## config.mk

```make
export PLATFORM = sky130hd
export DESIGN_NAME = shared_reg_arbiter_flat
export DESIGN_NICKNAME = d
export VERILOG_FILES = /design/src/rtl/shared_reg_arbiter_pkg.sv /design/src/rtl/shared_reg_arbiter_if.sv /design/src/rtl/shared_reg_arbiter_rr_pick.sv /design/src/rtl/shared_reg_arbiter.sv /design/src/flat_wrapper.sv
export SDC_FILE = /design/constraint.sdc
export NUM_CORES = 1
export LEC_CHECK = 0
export CAP_MARGIN = 20
export CORE_MARGIN = 2
export CORE_UTILIZATION = 43
export CTS_CLUSTER_DIAMETER = 50
export DETAILED_ROUTE_END_ITERATION = 7
export PLACE_DENSITY = 0.69
export SLEW_MARGIN = 10
export SYNTH_ARGS = -nofsm -noshare
export SYNTH_HDL_FRONTEND = slang
export SYNTH_SLANG_ARGS = --single-unit
```

## constraint.sdc

```tcl
create_clock -name clk -period 1.35 [get_ports clk]
set_clock_uncertainty 0.2 [all_clocks]
set_input_delay 0.27 -clock clk [delete_from_list [all_inputs] [get_ports clk]]
set_output_delay 0.27 -clock clk [all_outputs]
set_load 0.03 [all_outputs]
```

## src/rtl/shared_reg_arbiter_pkg.sv

```systemverilog
// Shared types and helpers for the shared-register arbiter.
//   arb_state_t : arbitration FSM states (free vs. locked to one owner)
//   rr_next     : round-robin successor, (ptr + 1) mod n
package shared_reg_arb_pkg;

  typedef enum logic [0:0] {
    ARB_IDLE   = 1'b0,
    ARB_LOCKED = 1'b1
  } arb_state_t;

  function automatic int rr_next(input int ptr, input int n);
    return (ptr + 32'sd1) % n;
  endfunction

endpackage

```

## src/rtl/shared_reg_arbiter_if.sv

```systemverilog
// Bundle of requester handshakes and shared-register outputs.
//   req_valid/req_data/req_last : per-requester beat offer
//   req_ready                   : per-requester accept (one-hot or zero)
//   z_data/z_valid/z_src        : shared register, write strobe, last writer
//   busy/burst_cut              : lock status and forced-release pulse
// master = producers side, slave = arbiter side.
interface shared_reg_arbiter_if
  import shared_reg_arb_pkg::*;
#(
  parameter int NUM_REQ = 2,
  parameter int DATA_W  = 1,
  parameter int SW      = (NUM_REQ > 1) ? $clog2(NUM_REQ) : 1
);

  logic [NUM_REQ-1:0]        req_valid;
  logic [NUM_REQ*DATA_W-1:0] req_data;
  logic [NUM_REQ-1:0]        req_last;
  logic [NUM_REQ-1:0]        req_ready;
  logic [DATA_W-1:0]         z_data;
  logic                      z_valid;
  logic [SW-1:0]             z_src;
  logic                      busy;
  logic                      burst_cut;

  modport master (
    output req_valid, req_data, req_last,
    input  req_ready, z_data, z_valid, z_src, busy, burst_cut
  );

  modport slave (
    input  req_valid, req_data, req_last,
    output req_ready, z_data, z_valid, z_src, busy, burst_cut
  );

endinterface

```

## src/rtl/shared_reg_arbiter_rr_pick.sv

```systemverilog
// Combinational round-robin picker.
//   req   : request vector
//   ptr   : index with highest priority this cycle
//   grant : one-hot grant (zero when no request)
//   idx   : index of the granted requester (0 when no request)
module rr_pick
  import shared_reg_arb_pkg::*;
#(
  parameter int NUM_REQ = 2,
  parameter int SW      = (NUM_REQ > 1) ? $clog2(NUM_REQ) : 1
) (
  input  logic [NUM_REQ-1:0] req,
  input  logic [SW-1:0]      ptr,
  output logic [NUM_REQ-1:0] grant,
  output logic [SW-1:0]      idx
);

  logic          found_s;
  logic [SW-1:0] cand_s;

  // Scan from ptr upward with wrap; the first requester seen wins.
  always_comb begin
    grant   = '0;
    idx     = '0;
    found_s = 1'b0;
    cand_s  = '0;
    for (int off = 0; off < NUM_REQ; off++) begin
      cand_s = SW'((int'(ptr) + off) % NUM_REQ);
      if (!found_s && req[cand_s]) begin
        found_s       = 1'b1;
        grant[cand_s] = 1'b1;
        idx           = cand_s;
      end else begin
        found_s = found_s;
      end
    end
  end

endmodule

```

## src/rtl/shared_reg_arbiter.sv

```systemverilog
// Round-robin arbiter giving several producers one-at-a-time write access
// to a single shared register. A non-last beat locks the arbiter to its
// owner until the owner's last beat or until MAX_BURST beats, whichever
// comes first.
//   clk   : rising-edge clock
//   reset : synchronous, active-high
//   bus   : slave side of shared_reg_arbiter_if (handshakes + register)
module shared_reg_arbiter
  import shared_reg_arb_pkg::*;
#(
  parameter int NUM_REQ   = 2,
  parameter int DATA_W    = 1,
  parameter int MAX_BURST = 16
) (
  input  logic                 clk,
  input  logic                 reset,
  shared_reg_arbiter_if.slave  bus
);

  localparam int SW = (NUM_REQ > 1) ? $clog2(NUM_REQ) : 1;
  localparam int CW = $clog2(MAX_BURST);
  // beat_cnt holds beats already taken, so this value means "this is beat MAX_BURST"
  localparam logic [CW-1:0] LAST_CNT = CW'(MAX_BURST - 1);

  arb_state_t          state_r, state_n_s;
  logic [SW-1:0]       rr_ptr_r, rr_ptr_n_s;
  logic [SW-1:0]       owner_r, owner_n_s;
  logic [CW-1:0]       beat_cnt_r, beat_cnt_n_s;
  logic                burst_cut_r, burst_cut_n_s;
  logic [DATA_W-1:0]   z_data_r;
  logic                z_valid_r;
  logic [SW-1:0]       z_src_r;

  logic [NUM_REQ-1:0]  pick_grant_s;
  logic [SW-1:0]       pick_idx_s;
  logic [NUM_REQ-1:0]  ready_s;
  logic                xfer_s;
  logic [SW-1:0]       xfer_idx_s;
  logic                xfer_last_s;
  logic [DATA_W-1:0]   xfer_data_s;
  logic [SW-1:0]       xfer_next_s;

  rr_pick #(
    .NUM_REQ (NUM_REQ),
    .SW      (SW)
  ) u_pick (
    .req   (bus.req_valid),
    .ptr   (rr_ptr_r),
    .grant (pick_grant_s),
    .idx   (pick_idx_s)
  );

  // Ready depends only on state, owner, rr_ptr and req_valid.
  always_comb begin
    ready_s = '0;
    if (reset) begin
      ready_s = '0;
    end else begin
      case (state_r)
        ARB_IDLE:   ready_s = pick_grant_s;
        ARB_LOCKED: ready_s[owner_r] = bus.req_valid[owner_r];
        default:    ready_s = '0;
      endcase
    end
  end

  // Select the beat that moves this cycle.
  always_comb begin
    if (state_r == ARB_LOCKED) begin
      xfer_idx_s = owner_r;
    end else begin
      xfer_idx_s = pick_idx_s;
    end
    xfer_s      = |(ready_s & bus.req_valid);
    xfer_last_s = bus.req_last[xfer_idx_s];
    xfer_data_s = bus.req_data[xfer_idx_s*DATA_W +: DATA_W];
    xfer_next_s = SW'(rr_next(int'(xfer_idx_s), NUM_REQ));
  end

  // Next-state logic for lock, round-robin pointer and beat counting.
  always_comb begin
    state_n_s     = state_r;
    rr_ptr_n_s    = rr_ptr_r;
    owner_n_s     = owner_r;
    beat_cnt_n_s  = beat_cnt_r;
    burst_cut_n_s = 1'b0;
    case (state_r)
      ARB_IDLE: begin
        if (xfer_s) begin
          if (xfer_last_s) begin
            rr_ptr_n_s = xfer_next_s;
          end else begin
            state_n_s    = ARB_LOCKED;
            owner_n_s    = xfer_idx_s;
            beat_cnt_n_s = CW'(32'd1);
          end
        end else begin
          state_n_s = ARB_IDLE;
        end
      end
      ARB_LOCKED: begin
        if (xfer_s) begin
          if (xfer_last_s) begin
            state_n_s    = ARB_IDLE;
            rr_ptr_n_s   = xfer_next_s;
            beat_cnt_n_s = '0;
          end else if (beat_cnt_r == LAST_CNT) begin
            // Burst too long: drop the lock so others get a turn.
            state_n_s     = ARB_IDLE;
            rr_ptr_n_s    = xfer_next_s;
            beat_cnt_n_s  = '0;
            burst_cut_n_s = 1'b1;
          end else begin
            beat_cnt_n_s = beat_cnt_r + CW'(32'd1);
          end
        end else begin
          // Owner stalled: keep the lock, no timeout.
          state_n_s = ARB_LOCKED;
        end
      end
      default: begin
        state_n_s    = ARB_IDLE;
        rr_ptr_n_s   = '0;
        owner_n_s    = '0;
        beat_cnt_n_s = '0;
      end
    endcase
  end

  // Control state registers.
  always_ff @(posedge clk) begin
    if (reset) begin
      state_r     <= ARB_IDLE;
      rr_ptr_r    <= '0;
      owner_r     <= '0;
      beat_cnt_r  <= '0;
      burst_cut_r <= 1'b0;
      z_valid_r   <= 1'b0;
      z_src_r     <= '0;
    end else begin
      state_r     <= state_n_s;
      rr_ptr_r    <= rr_ptr_n_s;
      owner_r     <= owner_n_s;
      beat_cnt_r  <= beat_cnt_n_s;
      burst_cut_r <= burst_cut_n_s;
      z_valid_r   <= xfer_s;
      if (xfer_s) begin
        z_src_r <= xfer_idx_s;
      end else begin
        z_src_r <= z_src_r;
      end
    end
  end

  // The one and only writer of the shared register.
  always_ff @(posedge clk) begin
    if (reset) begin
      z_data_r <= '0;
    end else if (xfer_s) begin
      z_data_r <= xfer_data_s;
    end else begin
      z_data_r <= z_data_r;
    end
  end

  assign bus.req_ready = ready_s;
  assign bus.z_data    = z_data_r;
  assign bus.z_valid   = z_valid_r;
  assign bus.z_src     = z_src_r;
  assign bus.busy      = (state_r == ARB_LOCKED);
  assign bus.burst_cut = burst_cut_r;

endmodule

```

## src/flat_wrapper.sv

```systemverilog
// flat-port wrapper written by rule: the top's interface ports become plain ports
module shared_reg_arbiter_flat import shared_reg_arb_pkg::*;
#(
  parameter int NUM_REQ   = 2,
  parameter int DATA_W    = 1,
  parameter int MAX_BURST = 16
)
  (clk, reset, bus_req_valid, bus_req_data, bus_req_last, bus_req_ready, bus_z_data, bus_z_valid, bus_z_src, bus_busy, bus_burst_cut);
  shared_reg_arbiter_if #(.NUM_REQ(NUM_REQ), .DATA_W(DATA_W)) bus_i ();
  input  logic clk;
  input  logic reset;
  input wire logic [$bits(bus_i.req_valid)-1:0] bus_req_valid;
  input wire logic [$bits(bus_i.req_data)-1:0] bus_req_data;
  input wire logic [$bits(bus_i.req_last)-1:0] bus_req_last;
  output wire logic [$bits(bus_i.req_ready)-1:0] bus_req_ready;
  output wire logic [$bits(bus_i.z_data)-1:0] bus_z_data;
  output wire logic [$bits(bus_i.z_valid)-1:0] bus_z_valid;
  output wire logic [$bits(bus_i.z_src)-1:0] bus_z_src;
  output wire logic [$bits(bus_i.busy)-1:0] bus_busy;
  output wire logic [$bits(bus_i.burst_cut)-1:0] bus_burst_cut;
  assign bus_i.req_valid = bus_req_valid;
  assign bus_i.req_data = bus_req_data;
  assign bus_i.req_last = bus_req_last;
  assign bus_req_ready = bus_i.req_ready;
  assign bus_z_data = bus_i.z_data;
  assign bus_z_valid = bus_i.z_valid;
  assign bus_z_src = bus_i.z_src;
  assign bus_busy = bus_i.busy;
  assign bus_burst_cut = bus_i.burst_cut;
  shared_reg_arbiter #(.NUM_REQ(NUM_REQ), .DATA_W(DATA_W), .MAX_BURST(MAX_BURST)) u_core (.clk(clk), .reset(reset), .bus(bus_i));
endmodule
```

==> flow_summary.html <==
<table>
<tr><th>Metric</th><th>Value</th></tr>
<tr><th colspan="2">Timing</th></tr>
<tr><td>Final hold violations</td><td>0</td></tr>
<tr><td>Slew @ Worst Pin</td><td>0.277 ns</td></tr>
<tr><td>Final critical path time including I/O delays and setup</td><td>1.73 ns</td></tr>
<tr><td>PnR worst setup slack</td><td>-0.385 ns</td></tr>
<tr><td>Maximum operating frequency</td><td>between 500 and 600 MHz</td></tr>
<tr><td>Relative slew slack</td><td>~81%</td></tr>
<tr><td>Max Slew Vio Count</td><td>0</td></tr>
<tr><td>RSZ-0062 raised after global routing</td><td>true</td></tr>
<tr><td>Fraction of the cycle the final worst path needs</td><td>128%</td></tr>
<tr><td>Final setup fails</td><td>14</td></tr>
<tr><th colspan="2">Power and ir drop</th></tr>
<tr><td>PD cells</td><td>833 nW/um^2</td></tr>
<tr><td>VDD IR max</td><td>0.503 mV</td></tr>
<tr><td>Clock share of power</td><td>26.1%</td></tr>
<tr><td>Static power due to leakage</td><td>0.517 nW</td></tr>
<tr><td>Switching share of power</td><td>32.3%</td></tr>
<tr><td>Comb pwr share</td><td>between 30% and 40%</td></tr>
<tr><td>Net switching power of the design</td><td>0.000300 W</td></tr>
<tr><td>Part of the total power dissipated in sequential elements</td><td>38.7%</td></tr>
<tr><td>Cell-internal power</td><td>0.000630 W</td></tr>
<tr><th colspan="2">Clocking</th></tr>
<tr><td>Clock root buffer</td><td>sky130_fd_sc_hd__clkbuf_4</td></tr>
<tr><td>Clock insertion delay at the later pin of the skew report</td><td>between 0.2 and 0.3 ns</td></tr>
<tr><td>Maximum clock path buffer count</td><td>2</td></tr>
<tr><td>H-tree levels</td><td>1</td></tr>
<tr><td>Hold buffer count at CTS</td><td>0</td></tr>
<tr><td>Sink Count</td><td>11</td></tr>
<tr><td>Clock-pin slew reported for the worst setup and hold paths after clock tree synthesis</td><td>0.08 ns</td></tr>
<tr><td>Inserted Clock Buffers</td><td>3</td></tr>
<tr><td>CTS tree</td><td>yes</td></tr>
<tr><th colspan="2">Finish</th></tr>
<tr><td>Final net count</td><td>between 100 and 150</td></tr>
<tr><td>Count of placed standard cells in the final layout, fillers left out</td><td>127</td></tr>
<tr><td>Area Growth Syn to Fin</td><td>64.2%</td></tr>
<tr><td>Number of inserted diodes</td><td>0</td></tr>
<tr><td>Final core occ</td><td>about three quarters</td></tr>
<tr><td>Fraction of final layout cells with drive strength greater than 1</td><td>between 50 and 60%</td></tr>
<tr><th colspan="2">Synth</th></tr>
<tr><td>Top area cells in the synthesized netlist</td><td>sky130_fd_sc_hd__dfxtp_1 (32%), sky130_fd_sc_hd__a21boi_2 (5.0%), sky130_fd_sc_hd__buf_6 (5.0%)</td></tr>
<tr><td>Share of the yosys chip area belonging to registers</td><td>between 30 and 40%</td></tr>
<tr><td>Number of instances in the synthesized netlist</td><td>70</td></tr>
<tr><td>Average cell area after synthesis</td><td>roughly 10 um^2</td></tr>
<tr><td>Largest area contributor in the netlist</td><td>sky130_fd_sc_hd__dfxtp_1</td></tr>
<tr><td>Synthesized netlist net count</td><td>79</td></tr>
<tr><td>Share of flip-flops with an asynchronous set or reset after synthesis</td><td>0%</td></tr>
<tr><td>Syn Std Cell Area</td><td>681 um^2</td></tr>
<tr><td>Most used DFF post-synth</td><td>sky130_fd_sc_hd__dfxtp_1</td></tr>
<tr><td>Post-synthesis sequential element count</td><td>11</td></tr>
<tr><td>Count of flip-flops with a built-in enable after synthesis</td><td>0</td></tr>
<tr><td>Top-area cell type share of the netlist area</td><td>32.4%</td></tr>
<tr><td>Netlist cell types</td><td>40</td></tr>
<tr><td>Number of warnings reported in the yosys synthesis log</td><td>0</td></tr>
<tr><th colspan="2">Critical path</th></tr>
<tr><td>Slowest stage delay, CP</td><td>0.39 ns</td></tr>
<tr><td>List of cells traversed by the critical path</td><td>buf_4 -&gt; nand2_4 -&gt; and4b_2 -&gt; buf_6</td></tr>
<tr><td>Combined buffer and inverter count along the critical path</td><td>2</td></tr>
<tr><td>Arrival time of the worst setup path</td><td>approximately 1.3 ns</td></tr>
<tr><td>Critical Path Start Type</td><td>register</td></tr>
<tr><td>Crit Path Category</td><td>reg -&gt; out</td></tr>
<tr><td>Category of cells accounting for the largest share of critical-path delay</td><td>flip-flops</td></tr>
<tr><td>Worst-path maximum fanout</td><td>6</td></tr>
<tr><td>Type of element capturing the critical path</td><td>output pin</td></tr>
<tr><td>Critical-path cell with the highest stage delay</td><td>sky130_fd_sc_hd__dfxtp_4</td></tr>
<tr><td>Worst EP required</td><td>roughly 0.88 ns</td></tr>
<tr><th colspan="2">Flow run</th></tr>
<tr><td>Number of maximum-capacitance constraint violations</td><td>0</td></tr>
<tr><th colspan="2">Floorplan</th></tr>
<tr><td>Count of boundary I/O pins</td><td>15</td></tr>
<tr><td>Rows</td><td>14</td></tr>
<tr><td>Die width</td><td>43.8 um</td></tr>
<tr><td>Placeable core area</td><td>around 1500 um^2</td></tr>
<tr><td>Effective utilization at floorplan</td><td>45.7%</td></tr>
<tr><td>Area enclosed by the die boundary</td><td>1920 um^2</td></tr>
<tr><td>Die boundary height</td><td>43.8 um</td></tr>
<tr><th colspan="2">Detailed routing</th></tr>
<tr><td>Routed wire length per instance</td><td>14.8 um</td></tr>
<tr><td>DR vias</td><td>711</td></tr>
<tr><td>Routed wire length</td><td>1.88 mm</td></tr>
<tr><td>Vias per inst</td><td>5.60</td></tr>
<tr><td>Iteration-0 DRC count of the detailed router</td><td>11</td></tr>
<tr><td>Initial DRT Pass Iterations</td><td>4</td></tr>
<tr><td>Final routed DRC violation total</td><td>0</td></tr>
<tr><td>Antenna viol nets, final</td><td>0</td></tr>
<tr><th colspan="2">GRT</th></tr>
<tr><td>Number of global-route vias before repair</td><td>667</td></tr>
<tr><td>Maximum number of pins on one net before global-route repair</td><td>10</td></tr>
<tr><td>Antenna violations before repair</td><td>0</td></tr>
<tr><td>First-pass GRT wire length</td><td>about 3.0 mm</td></tr>
<tr><td>Overall overflow remaining after global route</td><td>0</td></tr>
<tr><td>Total Routing Usage GR</td><td>21.7%</td></tr>
<tr><th colspan="2">Placed design</th></tr>
<tr><td>Number of buffer cells added on primary ports</td><td>14</td></tr>
<tr><td>Total instance count after detailed placement</td><td>114</td></tr>
<tr><td>Setup slack at placement</td><td>-0.649 ns</td></tr>
<tr><td>Weighted congestion at the end of routability-driven global placement</td><td>between 0.8 and 0.9</td></tr>
<tr><td>Post-DP HPWL</td><td>1.23 mm</td></tr>
<tr><th colspan="2">Status</th></tr>
<tr><td>Violated checks</td><td>setup timing</td></tr>
<tr><td>Outcome</td><td>complete, but fails checks</td></tr>
<tr><th colspan="2">Hold path</th></tr>
<tr><td>Type of the most critical hold path</td><td>reg -&gt; reg</td></tr>
</table>
-- repair_timing --
item	CTS	global route
setup buffers	7	2
gates resized for setup	18	5
pin swaps	7	3
setup endpoints to repair	13	14
cloned	0	0
-- placed cells by master (no fill, tap or decap), types with 2 or more instances in the layout --
master                             n
sky130_fd_sc_hd__inv_1             3
sky130_fd_sc_hd__nand4b_1          2
sky130_fd_sc_hd__mux2i_1           3
sky130_fd_sc_hd__a21oi_1           3
sky130_fd_sc_hd__a21boi_2          2
sky130_fd_sc_hd__dlygate4sd2_1     2
sky130_fd_sc_hd__clkdlybuf4s50_1   5
sky130_fd_sc_hd__dfxtp_4           2
sky130_fd_sc_hd__clkbuf_4          3
sky130_fd_sc_hd__buf_6             6
sky130_fd_sc_hd__dfxtp_1           9
sky130_fd_sc_hd__buf_4            28
sky130_fd_sc_hd__nor2_1            4
sky130_fd_sc_hd__o21ai_0           2
-- per-layer routing --
| layer | GRT usage (%) | wire (um) | vias to the layer above | share of wire (%) |
|---|---|---|---|---|
| li1 | - | - | 341 | - |
| met1 | 27.0 | 865 | 345 | 46 |
| met2 | 37.6 | 905 | 21 | 48 |
| met3 | 3.75 | 81 | 4 | 4.3 |
| met4 | 7.27 | 25 | 0 | 1.3 |
| met5 | 0 | 0 | - | 0 |
-- layout make-up --
| cell class | instances | area, um^2 |
|---|---|---|
| Inverter | 4 | 15.0 |
| Multi-Input combinational cell | 51 | 483 |
| Clock buffer | 4 | 26.3 |
| Fill cell | 99 | 372 |
| Timing Repair Buffer | 41 | 345 |
| Tap cell | 16 | 20.0 |
| Sequential cell | 11 | 228 |
-- through the flow --
step	power [W]	TNS (ns)	hold WS, ns	area (um^2)
6_report	0.000931	-3.60	0.306	1120
5_1_grt	0.000959	-4.06	0.329	1120
4_1_cts	0.000910	-3.31	0.310	1080
3_5_place_dp	0.000633	-7.34	0.295	943
3_3_place_gp	0.000627	-6.97	0.278	943
2_1_floorplan	0.000523	-1.48	0.269	704
-- power by group through the flow --
stage	Sequential, W	Combinational (W)	Clock [W]
global placement	0.000369	0.000258	0
detailed placement	0.000370	0.000263	0
finish	0.000360	0.000328	0.000243
CTS	0.000359	0.000309	0.000241
global route	0.000362	0.000350	0.000246
floorplan	0.000386	0.000137	0
-- worst register-to-register path: cells and delay by family (launching register included) --
family | cells | cell delay, ns
mux | 1 | 0.32
simple gates | 1 | 0.18
flops | 1 | 0.35
compound gates | 2 | 0.29
buf+inv | 2 | 0.29
-- path summary, 6_finish.rpt --
| kind | from | end | slack (ns) | cells after the start |
|---|---|---|---|---|
| max | u_core.bus.busy | bus_req_ready[0] | -0.38 | 4 |
| min | u_core.bus.z_data | u_core.bus.z_data | 0.31 | 2 |
| max reg2reg | u_core.owner_r | u_core.beat_cnt_r[2] | -0.35 | 6 |
| min reg2reg | u_core.bus.z_data | u_core.bus.z_data | 0.31 | 2 |
-- Yosys cell counts, drive strengths merged (2+ instances only) --
cell / n
a21oi: 5
dfxtp: 11
nand2b: 2
mux2i: 3
inv: 4
nor2b: 2
nand2: 2
nor2: 5
nor3: 2
o21ai: 4
o21bai: 2
nand4b: 2
buf: 4
a21boi: 4
-- registers in the layout, summed over array words and instances, names as in the netlist --
| name | flops |
|---|---|
| u_core.bus.z_data | 1 |
| u_core.bus.burst_cut | 1 |
| u_core.bus.busy | 1 |
| u_core.bus.z_valid | 1 |
| u_core.rr_ptr_r | 1 |
| u_core.beat_cnt_r | 4 |
| u_core.owner_r | 1 |
| u_core.bus.z_src | 1 |
-- cells by family after synthesis --
logic type               share of synthesized area (%)
AO/OA/AOI/OAI                                     29.4
AND/OR/NAND/NOR                                   21.9
flip-flops                                        32.4
buffers and inverters                             7.90
multiplexers                                      6.62
adder cells (fa/ha/maj)                           1.84
Note: power is estimated with default switching activity, not from simulation.
==> variant, RTL diff (same flow settings) <==
`MAX_BURST` is set to 16 in 2 places; all go to 32.
--- a/src/rtl/shared_reg_arbiter.sv
+++ b/src/rtl/shared_reg_arbiter.sv
@@ -11,5 +11,5 @@
   parameter int NUM_REQ   = 2,
   parameter int DATA_W    = 1,
-  parameter int MAX_BURST = 16
+  parameter int MAX_BURST = 32
 ) (
   input  logic                 clk,
--- a/src/flat_wrapper.sv
+++ b/src/flat_wrapper.sv
@@ -4,5 +4,5 @@
   parameter int NUM_REQ   = 2,
   parameter int DATA_W    = 1,
-  parameter int MAX_BURST = 16
+  parameter int MAX_BURST = 32
 )
   (clk, reset, bus_req_valid, bus_req_data, bus_req_last, bus_req_ready, bus_z_data, bus_z_valid, bus_z_src, bus_busy, bus_burst_cut);
Function: no difference found for any inputs over 10 cycles, from zero or initial values and one cycle with reset high; that may be too few to reach the edited logic, so the function may still have changed.
==> variant against the unedited design <==
- the run still ends with setup timing left
- register-to-register slack worse by 0.13 ns
- via count increased by 28%
- count of clock-buffer cells in the layout stayed put
- sequential share of layout area is 2.1 points lower
- worst setup slack got worse by 0.16 ns
- critical endpoint unchanged
- core utilization grew 14 points
- design area up 21%
- area after synthesis is 4.4% higher
- cell count is 18% higher
- wire length is 54% higher
- sequential cell count up 1
- total power grew 16%
- die area rose by 4.0%
- clock power rose by 31%
==> variant: results <==
set metrics [dict create \
    outcome "finished with violations" \
    violations "setup timing" \
    avgSynthCellArea_um2 8.67 \
    dp_slack_ns -0.867 \
    r2r-end "u_core.beat_cnt_r[2]$_SDFFE_PP0P_" \
    crit_arrival_ns 1.42 \
    grt_pass1_wl_um 4040 \
    antenna_found_initial 0 \
    place_area_um2 1120 \
    r2r_setup_slack_ns -0.48 \
    via_count 913 \
    cp_max_fo 4 \
    grt_max_degree 8 \
    p_leak_nw 0.568 \
    grt_use_total_pct 29.0 \
    syn-num-nets 92 \
    place_congestion 0.835 \
    gr-usage-met2_pct 49.0 \
    worstMarginPinSlew_ns 0.263 \
    synth.area.top_cells "dfxtp_1 (34%), o2111ai_1 (4.9%), a2111oi_4 (3.9%)" \
    wl_met3_um 217 \
    top_layer "met4" \
    hold_class "flop to flop" \
    avgRoutedWirePerCell_um 19.2 \
    setup_slack_ns -0.543 \
    holdWs_ns 0.286 \
    post_cts_buffers 6 \
    drive_above_1_share_pct 59.0 \
    drt_iter0_drc 47 \
    max_stage_delay_ns 0.50 \
    finalSetupViolCount 15 \
    r2r_cells 5 \
    path_delay_family "buffers and inverters" \
    dp.cells 138 \
    dp_hpwl_um 1530 \
    met2_length_um 1480 \
    crit_path_top_delay_cell "clkdlybuf4s50_1" \
    gr-usage-met1_pct 35.2 \
    clock_latency_ns 0.30 \
    reg2reg_from "u_core.bus.busy$_SDFF_PP0_" \
    cts_buffers 3 \
    yosysWarnings 0 \
    finalNetCount 145 \
    use_met3_pct 5.71 \
    yosysUniqueCellTypes 35 \
    largest_reg_flops 5 \
    firstDrtPassIters 4 \
    setup_tns_ns -5.66 \
    peakVddDrop_v 0.000587 \
    grt_pass1_vias 865 \
    synth.top_cells.by_count "dfxtp_1 (12), inv_1 (7), nand2_1 (6)" \
    ys_seq_area_share_pct 33.8 \
    ctsResizeCount 26 \
    wl_um 2880 \
    wirelength_met1_um 1090 \
]
==> variant: cell types whose count changed in the layout (fill, tap and decap cells not counted), sizes merged, moves of 3 or more <==
cell	unedited run	this run
a21boi	4	1
nand2	2	6
o2111ai	0	4
inv	4	7
buf	34	43
o211ai	0	3
==> variant: cells by family (layout without fill, tap and decap cells) <==
group / Yosys count / count (layout) / share of synthesized area, %
buffers and inverters: 10 / 62 / 5.63
and+or+nand+nor: 26 / 26 / 19.7
DFF: 12 / 12 / 33.8
adders and majority gates: 2 / 2 / 3.52
AOI/OAI and AO/OA: 30 / 30 / 34.5
muxes: 2 / 2 / 2.82
==> variant: worst max-delay path by stage <==
| stage | end | startpoint | cells past startpoint | slack [ns] |
|---|---|---|---|---|
| after floorplan | u_core.beat_cnt_r[2]$_SDFFE_PP0P_ | u_core.bus.busy$_SDFF_PP0_ | 5 | -0.42 |
| after global placement | u_core.beat_cnt_r[0]$_SDFFE_PP0P_ | bus_req_valid[0] | 6 | -0.88 |
| after detailed placement | u_core.beat_cnt_r[1]$_SDFFE_PP0P_ | bus_req_valid[1] | 5 | -0.87 |
| after CTS | bus_req_ready[0] | u_core.bus.busy$_SDFF_PP0_ | 4 | -0.52 |
| after global routing | bus_req_ready[0] | u_core.bus.busy$_SDFF_PP0_ | 4 | -0.59 |
| final | bus_req_ready[0] | reset | 4 | -0.54 |
==> variant: final cells by class <==
cell class                 count  area (um2)
tap                           16        20.0
timing repair buffer          50         419
clock buffer                   4        36.3
fill                          70         170
sequential                    12         248
multi-input combinational     60         596
inverter                       8        35.0
==> variant: power by group <==
group | internal, mW | switching (mW) | total [mW]
Combinational | 0.186 | 0.191 | 0.377
Sequential | 0.370 | 0.0158 | 0.386
Clock | 0.165 | 0.154 | 0.318
